$ cat src/rtl/spi_pkg.sv
// Shared SPI definitions: scheduler state encoding and default frame parameters
// used by both the request scheduler and SPI_core.
package spi_pkg;

  typedef enum logic [1:0] {
    IDLE   = 2'd0,
    LAUNCH = 2'd1,
    WAIT   = 2'd2,
    GAP    = 2'd3
  } sched_state_t;

  localparam int SPI_DATA_WIDTH = 8;
  localparam int SPI_NUM_REQ    = 2;
  localparam int SPI_GAP_CYCLES = 4;

endpackage

$ cat src/rtl/spi_rr_arbiter.sv
// Combinational round-robin pick: first pending requester at or after rr_ptr,
// wrapping modulo P_NUM_REQ (which need not be a power of two).
module spi_rr_arbiter #(
  parameter int P_NUM_REQ = 2
) (
  input  logic [P_NUM_REQ-1:0]         pend,
  input  logic [$clog2(P_NUM_REQ)-1:0] rr_ptr,
  output logic [P_NUM_REQ-1:0]         winner,
  output logic                         valid
);

  localparam int PTR_W = $clog2(P_NUM_REQ);

  int               idx;
  logic [PTR_W-1:0] sel;

  always_comb begin
    winner = '0;
    valid  = 1'b0;
    idx    = 0;
    sel    = '0;
    for (int k = 0; k < P_NUM_REQ; k++) begin
      idx = int'(rr_ptr) + k;
      if (idx >= P_NUM_REQ) idx = idx - P_NUM_REQ;
      sel = PTR_W'(idx);
      if (!valid && pend[sel]) begin
        winner[sel] = 1'b1;
        valid       = 1'b1;
      end
    end
  end

endmodule

$ cat src/rtl/spi_req_scheduler.sv
// Shares one SPI_core between P_NUM_REQ requesters: one holding slot each,
// round-robin selection, start/done handshake with the core, then an idle gap.
//
// state  | meaning
// IDLE   | no frame in flight; launch when a slot is pending and the core is free
// LAUNCH | spi_start high for this single cycle
// WAIT   | frame shifting; spi_done releases the owner's slot
// GAP    | chip-select idle time, down-counter to zero
module spi_req_scheduler
  import spi_pkg::*;
#(
  parameter int P_DATA_WIDTH = SPI_DATA_WIDTH,
  parameter int P_NUM_REQ    = SPI_NUM_REQ,
  parameter int P_GAP_CYCLES = SPI_GAP_CYCLES
) (
  input  logic                              clk_100,
  input  logic                              a_rst_n,
  input  logic                              s_rst,
  input  logic [P_NUM_REQ-1:0]              req_valid,
  input  logic [P_NUM_REQ*P_DATA_WIDTH-1:0] req_data,
  output logic [P_NUM_REQ-1:0]              req_ready,
  output logic [P_NUM_REQ-1:0]              req_done,
  output logic [P_NUM_REQ-1:0]              grant,
  output logic                              busy,
  output logic                              spi_start,
  output logic [P_DATA_WIDTH-1:0]           spi_data,
  input  logic                              spi_busy,
  input  logic                              spi_done
);

  localparam int PTR_W = $clog2(P_NUM_REQ);
  localparam int CNT_W = (P_GAP_CYCLES > 0) ? $clog2(P_GAP_CYCLES + 1) : 1;
  localparam logic [PTR_W-1:0] LAST_IDX = PTR_W'(P_NUM_REQ - 1);
  localparam logic [CNT_W-1:0] GAP_LOAD = (P_GAP_CYCLES > 0) ? CNT_W'(P_GAP_CYCLES - 1) : '0;

  sched_state_t           state;
  logic [P_NUM_REQ-1:0]   pend;
  logic [P_DATA_WIDTH-1:0] slot [P_NUM_REQ];
  logic [PTR_W-1:0]       rr_ptr;
  logic [CNT_W-1:0]       gap_cnt;

  logic [P_NUM_REQ-1:0]    win_oh;
  logic                    win_valid;
  logic [PTR_W-1:0]        win_idx;
  logic [P_DATA_WIDTH-1:0] win_data;
  logic                    done_hit;

  spi_rr_arbiter #(.P_NUM_REQ(P_NUM_REQ)) u_arb (
    .pend   (pend),
    .rr_ptr (rr_ptr),
    .winner (win_oh),
    .valid  (win_valid)
  );

  always_comb begin
    win_idx  = '0;
    win_data = '0;
    for (int i = 0; i < P_NUM_REQ; i++) begin
      if (win_oh[i]) begin
        win_idx  = PTR_W'(i);
        win_data = slot[i];
      end
    end
  end

  assign req_ready = ~pend;
  assign done_hit  = (state == WAIT) && spi_done;

  always_ff @(posedge clk_100 or negedge a_rst_n) begin
    if (!a_rst_n) begin
      state     <= IDLE;
      pend      <= '0;
      rr_ptr    <= '0;
      gap_cnt   <= '0;
      req_done  <= '0;
      grant     <= '0;
      busy      <= 1'b0;
      spi_start <= 1'b0;
      spi_data  <= '0;
      for (int i = 0; i < P_NUM_REQ; i++) slot[i] <= '0;
    end else if (s_rst) begin
      state     <= IDLE;
      pend      <= '0;
      rr_ptr    <= '0;
      gap_cnt   <= '0;
      req_done  <= '0;
      grant     <= '0;
      busy      <= 1'b0;
      spi_start <= 1'b0;
      spi_data  <= '0;
      for (int i = 0; i < P_NUM_REQ; i++) slot[i] <= '0;
    end else begin
      req_done  <= '0;
      spi_start <= 1'b0;

      // The owner's slot is full, so a release and a new accept never hit the same bit.
      for (int i = 0; i < P_NUM_REQ; i++) begin
        if (done_hit && grant[i]) begin
          pend[i] <= 1'b0;
        end else if (req_valid[i] && !pend[i]) begin
          pend[i] <= 1'b1;
          slot[i] <= req_data[i*P_DATA_WIDTH +: P_DATA_WIDTH];
        end
      end

      case (state)
        IDLE: begin
          if (win_valid && !spi_busy) begin
            state     <= LAUNCH;
            busy      <= 1'b1;
            grant     <= win_oh;
            spi_data  <= win_data;
            spi_start <= 1'b1;
            rr_ptr    <= (win_idx == LAST_IDX) ? '0 : win_idx + 1'b1;
          end
        end
        LAUNCH: state <= WAIT;
        WAIT: begin
          if (spi_done) begin
            req_done <= grant;
            grant    <= '0;
            if (P_GAP_CYCLES == 0) begin
              state <= IDLE;
              busy  <= 1'b0;
            end else begin
              state   <= GAP;
              gap_cnt <= GAP_LOAD;
            end
          end
        end
        GAP: begin
          if (gap_cnt == '0) begin
            state <= IDLE;
            busy  <= 1'b0;
          end else begin
            gap_cnt <= gap_cnt - 1'b1;
          end
        end
        default: begin
          state <= IDLE;
          busy  <= 1'b0;
        end
      endcase
    end
  end

endmodule

$ cat config.mk
export PLATFORM = sky130hd
export DESIGN_NAME = spi_req_scheduler
export DESIGN_NICKNAME = d
export VERILOG_FILES = /design/src/rtl/spi_pkg.sv /design/src/rtl/spi_rr_arbiter.sv /design/src/rtl/spi_req_scheduler.sv
export SDC_FILE = /design/constraint.sdc
export NUM_CORES = 1
export LEC_CHECK = 0
export BUFFER_PORTS_ARGS = -buffer_cell sky130_fd_sc_hd__buf_2
export CORE_ASPECT_RATIO = 0.5
export CORE_MARGIN = 2
export CORE_UTILIZATION = 45
export DETAILED_ROUTE_END_ITERATION = 10
export HOLD_SLACK_MARGIN = 0.12
export PLACE_DENSITY = 0.78
export SLEW_MARGIN = 30
export SYNTH_ARGS = -nofsm -noshare
export SYNTH_HDL_FRONTEND = slang
export SYNTH_SLANG_ARGS = --single-unit
$ cat constraint.sdc
create_clock -name clk_100 -period 2.35 [get_ports clk_100]
set_input_delay 0.3525 -clock clk_100 [delete_from_list [all_inputs] [get_ports clk_100]]
set_output_delay 0.3525 -clock clk_100 [all_outputs]
set_load 0.005 [all_outputs]
==> impl_metrics.json <==
{
  "p_switching_uw": 557,
  "yosysTopAreaCellShare": 0.527,
  "setup_viol": 0,
  "reg2reg_setup_slack_ps": 520,
  "synth_edf_count": 0,
  "grt_pass1_wl_mm": 6.42,
  "cts_inserted_buffers": 5,
  "slew_headroom": 0.447,
  "cp.required_ps": 2520,
  "cts_resized": 0,
  "grt_max_degree": 39,
  "combPwrFrac": 0.245,
  "crit_fanout": 8,
  "ir_drop_mv": 0.423,
  "drv_slew": 0,
  "yosysUniqueCellTypes": 39,
  "grt_use_total": 0.184,
  "ys_ff_latch": 38,
  "power_frac_seq": 0.406,
  "synthesis.nets": 173,
  "clkPwrFrac": 0.349,
  "avgSynthCellArea_um2": 12.4,
  "tns_ps": 0,
  "via_count": 1331,
  "start_util": 0.467,
  "ys.flop_type": "dfrtp_1",
  "coreArea_mm2": 0.00386,
  "r2r_start": "state[0]",
  "port-buffer-count": 38,
  "drtIter0Drc": 73,
  "post-dp-hpwl_mm": 2.73,
  "cts_max_level": 2,
  "yosysSeqAreaShare": 0.527,
  "post_cts_buffers": 0,
  "max_freq_mhz": 545,
  "avgRoutedWirePerCell_um": 16.0,
  "cts_buffer_depth": 2,
  "diodes": 0,
  "routed_wl_mm": 3.80,
  "setup.worst_path.class": "reg2reg",
  "synth_most_common_cell": "dfrtp_1",
  "netlist_area_mm2": 0.00180,
  "postSynthCellCount": 145,
  "area_growth_syn_to_layout_pct": 19.4,
  "grt_remaining_overflow": 0,
  "r2r_cells": 5,
  "antenna_found_initial": 0,
  "synth_area_leaders": "dfrtp_1 53%, a22o_1 8.3%, a32oi_1 3.9%",
  "drc": 0,
  "io_pins": 39,
  "p_sw_frac": 0.286,
  "p_leak_uw": 0.00103,
  "maxCapViolCount": 0,
  "grt_pass1_vias": 1342,
  "synth_common_cells": "38 x dfrtp_1, 17 x a22o_1, 9 x inv_1, 8 x a32oi_1, 8 x o2bb2ai_1",
  "post_drt_via_cell_ratio": 5.59,
  "worstMarginPinSlew_ps": 829,
  "drive_above_1_share": 0.310,
  "chipWidth_um": 93.5,
  "internal_power_uw": 1390,
  "first_pass_iters": 4,
  "critPathArrivalTime_ps": 2000,
  "hold_path.class": "in2async",
  "post-route-min-period_ps": 1830,
  "powerDensity_mw_per_mm2": 905,
  "hold_buffers": 0,
  "status": "finished clean",
  "r2r-end": "grant[1]",
  "num-nets-final": 211,
  "clk_pin_slew_ps": 80,
  "hold_viol_final": 0,
  "cts.sinks": 38,
  "rows": 16,
  "yosys_warnings": 0,
  "nFillCells": 323,
  "place_congestion": 0.815,
  "antenna_left": 0,
  "clock_skew_ps": 4.83,
  "cts_tree": "built",
  "crit_path_end_kind": "flip-flop",
  "cp-start-kind": "flip-flop",
  "die_y_um": 48.8,
  "yosys.area.top_type": "dfrtp_1",
  "rsz0062_at_grt": "false",
  "synthArstFlopShare": 1.00,
  "die_area_mm2": 0.00456,
  "final_util": 0.557,
  "root_buffer": "clkbuf_8",
  "clk-insertion-delay-late_ps": 280,
  "period_share": 0.780
}
## area by class of cell
class                      instances  area, um2  area share
clock buffer                       6       82.6      0.0384
clock inverter                     2       60.1      0.0279
inverter                           9       33.8      0.0157
multi-input combinational         91        767       0.356
sequential                        38        951       0.442
tap                               54       67.6      0.0314
timing repair buffer              38        190      0.0884
## cell families (layout without fill, tap and decap cells)
family / count (synthesis) / count (layout) / synth area share
DFF: 38 / 38 / 0.527
and+or+nand+nor: 31 / 31 / 0.103
AOI/OAI and AO/OA: 51 / 51 / 0.262
buffers and inverters: 16 / 55 / 0.0472
muxes: 4 / 4 / 0.0264
adders and majority gates: 5 / 5 / 0.0347
## critical path, stage by stage, from the launching register on
cell and delay (ps):
dfrtp_1 420, inv_1 130, ha_1 310, mux2_2 390
o22ai_4 160, mux2_4 310
## worst max-delay path by stage
stage,endpoint,start,cells past startpoint,slack (ps)
3_5_place_dp,grant[1],state[0],5,530
4_1_cts,grant[1],state[0],5,510
3_3_place_gp,grant[1],state[0],5,610
2_1_floorplan,grant[1],state[0],6,680
5_1_grt,slot[6],state[0],5,390
6_report,grant[1],state[0],5,520
## metal layers
metal,up-vias,share of wire,GRT usage
li1,630,-,-
met1,650,0.45,0.243
met2,47,0.48,0.291
met3,4,0.055,0.0685
met4,0,0.0095,0.0441
met5,-,0,0
## stage by stage
stage	power (uW)	setup slack, ps	area, um2	cells	hold WS, ps
2_1_floorplan	1150	679	1800	145	56.9
3_3_place_gp	1250	611	2010	230	470
3_5_place_dp	1280	533	2010	230	469
4_1_cts	1960	509	2150	238	196
5_1_grt	2060	391	2150	238	226
6_report	1950	517	2150	238	167
## registers in the layout (all words and copies together) (netlist names)
name	cells
grant	2
req_done	2
state	2
spi_start	1
spi_data	8
gap_cnt	3
rr_ptr	1
pend	2
slot	16
busy	1
## power groups by stage
stage,clock network [uW],logic (uW),registers [uW]
2_1_floorplan,0,369,785
3_3_place_gp,0,455,797
3_5_place_dp,0,479,802
4_1_cts,688,480,790
5_1_grt,726,528,802
6_report,679,477,791
## cells in the final DEF (no fill, tap or decap), types with 5 or more instances in the layout
cell / n
nor2_1: 6
ha_1: 5
a22o_1: 17
dfrtp_1: 38
clkbuf_8: 6
buf_2: 38
nand3_1: 5
inv_1: 9
a32oi_1: 8
o2bb2ai_1: 8
nand2_1: 5
(Power assumes the default switching activity.)
